[config.mk]
export PLATFORM = sky130hd
export DESIGN_NAME = vga_timing_gen
export DESIGN_NICKNAME = d
export VERILOG_FILES = /design/src/rtl/vga_timing_gen.sv
export SDC_FILE = /design/constraint.sdc
export NUM_CORES = 1
export LEC_CHECK = 0
export BUFFER_PORTS_ARGS = -buffer_cell sky130_fd_sc_hd__buf_2
export CAP_MARGIN = 20
export CORE_MARGIN = 2
export CORE_UTILIZATION = 55
export CTS_CLUSTER_SIZE = 30
export DETAILED_ROUTE_END_ITERATION = 12
export GPL_ROUTABILITY_DRIVEN = 0
export PLACE_DENSITY_LB_ADDON = 0.12
export SYNTH_ARGS = -nofsm -noshare
export SYNTH_HDL_FRONTEND = slang
export SYNTH_SLANG_ARGS = --single-unit
[constraint.sdc]
create_clock -name pixClk -period 3.41 [get_ports pixClk]
set_clock_uncertainty 0.2 [all_clocks]
set_input_delay 0.5115 -clock pixClk [delete_from_list [all_inputs] [get_ports pixClk]]
set_output_delay 0.5115 -clock pixClk [all_outputs]
set_load 0.02 [all_outputs]
[src/rtl/vga_timing_gen.sv]
// Parametrised VGA timing generator: h/v counters, sync, active flag and
// strobes, delayed by PIPE_DELAY enabled stages to match a pixel pipeline.
module vga_timing_gen #(
  parameter int H_AV       = 640,
  parameter int H_FP       = 16,
  parameter int H_SP       = 96,
  parameter int H_BP       = 48,
  parameter int V_AV       = 480,
  parameter int V_FP       = 10,
  parameter int V_SP       = 2,
  parameter int V_BP       = 33,
  parameter int HS_POL     = 0,
  parameter int VS_POL     = 0,
  parameter int PIPE_DELAY = 1,
  parameter int CW         = 10
) (
  input  logic          pixClk,
  input  logic          reset,
  input  logic          en,
  output logic          hSync,
  output logic          vSync,
  output logic          valid,
  output logic [CW-1:0] x,
  output logic [CW-1:0] y,
  output logic          lineStart,
  output logic          frameStart
);

  localparam int H_TOTAL = H_AV + H_FP + H_SP + H_BP;
  localparam int V_TOTAL = V_AV + V_FP + V_SP + V_BP;

  // Boundaries held one bit wider than the counters so H_TOTAL == 2**CW works
  localparam logic [CW:0] H_LAST = (CW+1)'(H_TOTAL - 1);
  localparam logic [CW:0] V_LAST = (CW+1)'(V_TOTAL - 1);
  localparam logic [CW:0] H_ACT  = (CW+1)'(H_AV);
  localparam logic [CW:0] V_ACT  = (CW+1)'(V_AV);
  localparam logic [CW:0] H_PS   = (CW+1)'(H_AV + H_FP);
  localparam logic [CW:0] H_PE   = (CW+1)'(H_AV + H_FP + H_SP);
  localparam logic [CW:0] V_PS   = (CW+1)'(V_AV + V_FP);
  localparam logic [CW:0] V_PE   = (CW+1)'(V_AV + V_FP + V_SP);

  localparam logic HS_ACT = HS_POL[0];
  localparam logic VS_ACT = VS_POL[0];

  typedef struct packed {
    logic [CW-1:0] h;
    logic [CW-1:0] v;
    logic          hp;
    logic          vp;
    logic          act;
    logic          ls;
    logic          fs;
  } tap_t;

  logic [CW-1:0] h_cnt_q, h_cnt_d;
  logic [CW-1:0] v_cnt_q, v_cnt_d;
  logic [CW:0]   h_ext, v_ext;
  logic          h_last, v_last;
  tap_t          raw;
  tap_t          pipe_q [PIPE_DELAY];
  tap_t          pipe_d [PIPE_DELAY];
  tap_t          last;

  assign h_ext  = {1'b0, h_cnt_q};
  assign v_ext  = {1'b0, v_cnt_q};
  assign h_last = (h_ext == H_LAST);
  assign v_last = (v_ext == V_LAST);

  always_comb begin
    h_cnt_d = h_cnt_q;
    v_cnt_d = v_cnt_q;
    if (en) begin
      if (h_last) begin
        h_cnt_d = '0;
        v_cnt_d = v_last ? '0 : v_cnt_q + CW'(1);
      end else begin
        h_cnt_d = h_cnt_q + CW'(1);
      end
    end
  end

  always_comb begin
    raw     = '0;
    raw.h   = h_cnt_q;
    raw.v   = v_cnt_q;
    raw.hp  = (h_ext >= H_PS) && (h_ext < H_PE);
    raw.vp  = (v_ext >= V_PS) && (v_ext < V_PE);
    raw.act = (h_ext < H_ACT) && (v_ext < V_ACT);
    raw.ls  = (h_cnt_q == '0);
    raw.fs  = (h_cnt_q == '0) && (v_cnt_q == '0);
  end

  // Stage 0 takes the live tuple; later stages take their predecessor
  always_comb begin
    pipe_d[0] = en ? raw : pipe_q[0];
    for (int i = 1; i < PIPE_DELAY; i++) begin
      pipe_d[i] = en ? pipe_q[i-1] : pipe_q[i];
    end
  end

  always_ff @(posedge pixClk) begin
    if (reset) begin
      h_cnt_q <= '0;
      v_cnt_q <= '0;
      for (int i = 0; i < PIPE_DELAY; i++) begin
        pipe_q[i] <= '0;
      end
    end else begin
      h_cnt_q <= h_cnt_d;
      v_cnt_q <= v_cnt_d;
      for (int i = 0; i < PIPE_DELAY; i++) begin
        pipe_q[i] <= pipe_d[i];
      end
    end
  end

  assign last       = pipe_q[PIPE_DELAY-1];
  assign hSync      = last.hp ? HS_ACT : ~HS_ACT;
  assign vSync      = last.vp ? VS_ACT : ~VS_ACT;
  assign valid      = last.act;
  assign x          = last.h;
  assign y          = last.v;
  assign lineStart  = last.ls && en;
  assign frameStart = last.fs && en;

endmodule

==> metrics.txt <==
status finished, final reports clean; Post-synth top flop dfxtp_1; Worst R2R Start h_cnt_q[0]; Synth area leader dfxtp_1; GRT overflow 0; Hold Path Depth 2; total CTS buffers 5; Pwr Density 422.7 mW/mm²; Syn Nets 251; worst vdd ir 0.0003005 V; CTS root buffer clkbuf_8; CTS Buffer Depth 2; cells after synthesis 243; # setup viols final 0; area share of and/or/nand/nor cells after synthesis 25.82%; Worst Path Max Fanout 7; final net count 253; P_leak 0.9601 nW; Post-Synth XOR/XNOR Area 5.257%; post-layout util 61.18%; first-pass GRT wire length 7.389 mm; clk sink count 45; post-synthesis compound-gate area fraction 3.986%; DP HPWL 2.892 mm; Mapped Avg Cell Area 8.913 µm²; Core Rows 22; Seq cells post-synth 45; top cells by area, synth dfxtp_1 (42%), mux2i_1 (9.7%), buf_4 (6.9%); R2R setup slack 1.18 ns; # DRC 0; final cycle utilization of the critical path 65.46%; top-count cell post-synth dfxtp_1; drt pass-1 iters 4; vias in the first global route 1,578; Post-synth EDFFs 0; initial core utilization 58.28%; height of the die 66.75 µm; Clock transition at path regs 0.08 ns; Gate power share 4.5%; input/output buffers 27; layout cells sized above 1 15.92%; worst hold slack 0.2619 ns; Worst Path Required 3.44 ns; Layout area overhead 4.968%; CP arrival 2.26 ns; CTS tree built; CP Capture Type flop; post-synthesis mux area share 9.705%; total power 0.0009610 W; Relative slew margins 53.27%; HP Start pipe_q[0][1]; hold buffers post-CTS 0; Net Sw Frac 21.07%; min Tclk post-route 2.232 ns; Post-synth top cells dfxtp_1 (45), nor2_1 (32), mux2i_1 (21); largest net degree at the start of global routing 40; max cap viols 0; Distinct cells, synth 33; Ys Warns 0; largest family of logic cells by synthesized area simple AND/OR/NAND/NOR gates; worst-margin pin slew 0.7010 ns; ANT nets after route 0; Fin Setup TNS 0 ns; initial antenna violation count 0; Setup CP Type reg -> reg; drt via density 5.488; final WL 4.199 mm; final hold violation count 0; wire per inst 14.33 µm; die area 0.004456 mm²; DR iter-0 viols 129; Max Slew Vio Count 0; Reg power frac 55.7%; Synth async-reset ratio 0%; r2r worst-path depth 5; post-synth top area share 41.59%; vias 1,608; clock power share 39.8%; io pins 28; gr usage total 22.01%; fmax 0.4480 GHz; WHS Endpoint pipe_q[0][1]; Sw Pwr 0.0002025 W; placed cells 286; RSZ-0062 raised after global routing no; Worst setup SP type flop; Tightest Hold Check Type reg -> reg; n_diodes 0; terminus of the critical flop-to-flop path v_cnt_q[9]; Die Width 66.75 µm; Synth Area in Adders 2.889%; clock latency on the worst-skew pair 0.30 ns; core area 0.003716 mm²; H-Tree Depth 2; internal power 0.0007585 W; sequential element share of the synthesized area 41.59%; Syn Std Cell Area 0.002166 mm²; post-CTS sizing 0; final non-filler cell total 293; postcts setup bufs 0
-- registers in the layout, summed over array words and instances, names as in the netlist --
signal	count
pipe_q	25
h_cnt_q	10
v_cnt_q	10
-- critical path, stage by stage (launching register included) --
cell and delay [ns]:
dfxtp_1 0.42, ha_1 0.29, nand4_4 0.17, or4_4 0.59
or3_1 0.36, a21oi_1 0.15
-- final cells by class --
cell class                 count  area, µm²
timing repair buffer          29      150.1
clock buffer                   5      68.82
tap                           48      60.06
sequential                    45      900.9
inverter                       7      26.28
multi-input combinational    157       1032
fill                         349       1443
clock inverter                 2      35.03
-- cells by family after synthesis --
group           count (synthesis)
flops                          45
xor+xnor                       13
mux                            21
fa+ha+maj                       5
buf+inv                        41
simple gates                  102
compound gates                 16
-- power by group through the flow --
stage	Combinational [W]	Sequential, W	Clock [W]
floorplan	0.0000341	0.000547	0
global placement	0.0000437	0.000547	0
detailed placement	0.0000441	0.000547	0
CTS	0.0000440	0.000535	0.000387
global route	0.0000485	0.000536	0.000413
finish	0.0000436	0.000535	0.000383
-- cells in the final DEF (no fill, tap or decap), types with 7 or more instances in the layout --
cell,synthesis,final
nor2_1,32,32
xor2_1,8,8
nand3_1,11,11
inv_1,7,7
mux2i_1,21,21
nor3_1,10,10
a21oi_1,10,10
dfxtp_1,45,45
nand2_1,12,12
buf_2,3,27
-- per-layer routing --
| metal | vias up | GRT usage, % | routed length, µm |
|---|---|---|---|
| met5 | - | 0 | 0 |
| met4 | 0 | 10.20 | 88 |
| met3 | 9 | 3.547 | 168 |
| met2 | 42 | 33.00 | 1760 |
| met1 | 742 | 30.78 | 2181 |
| li1 | 815 | - | - |
-- worst max-delay path by stage --
stage	from	end	slack [ns]	depth (start not counted)
CTS	h_cnt_q[0]	v_cnt_q[9]	1.20	5
floorplan	en	lineStart	1.18	3
global route	h_cnt_q[0]	v_cnt_q[9]	1.09	5
global placement	en	v_cnt_q[9]	1.04	5
finish	h_cnt_q[0]	v_cnt_q[9]	1.18	5
detailed placement	en	v_cnt_q[9]	1.00	5
-- metrics by stage --
step	worst slack [ns]	instance area, µm²
2_1_floorplan	1.176	2166
3_5_place_dp	1.001	2170
4_1_cts	1.196	2273
6_report	1.178	2273
3_3_place_gp	1.037	2170
5_1_grt	1.090	2273
(Power assumes the default switching activity.)
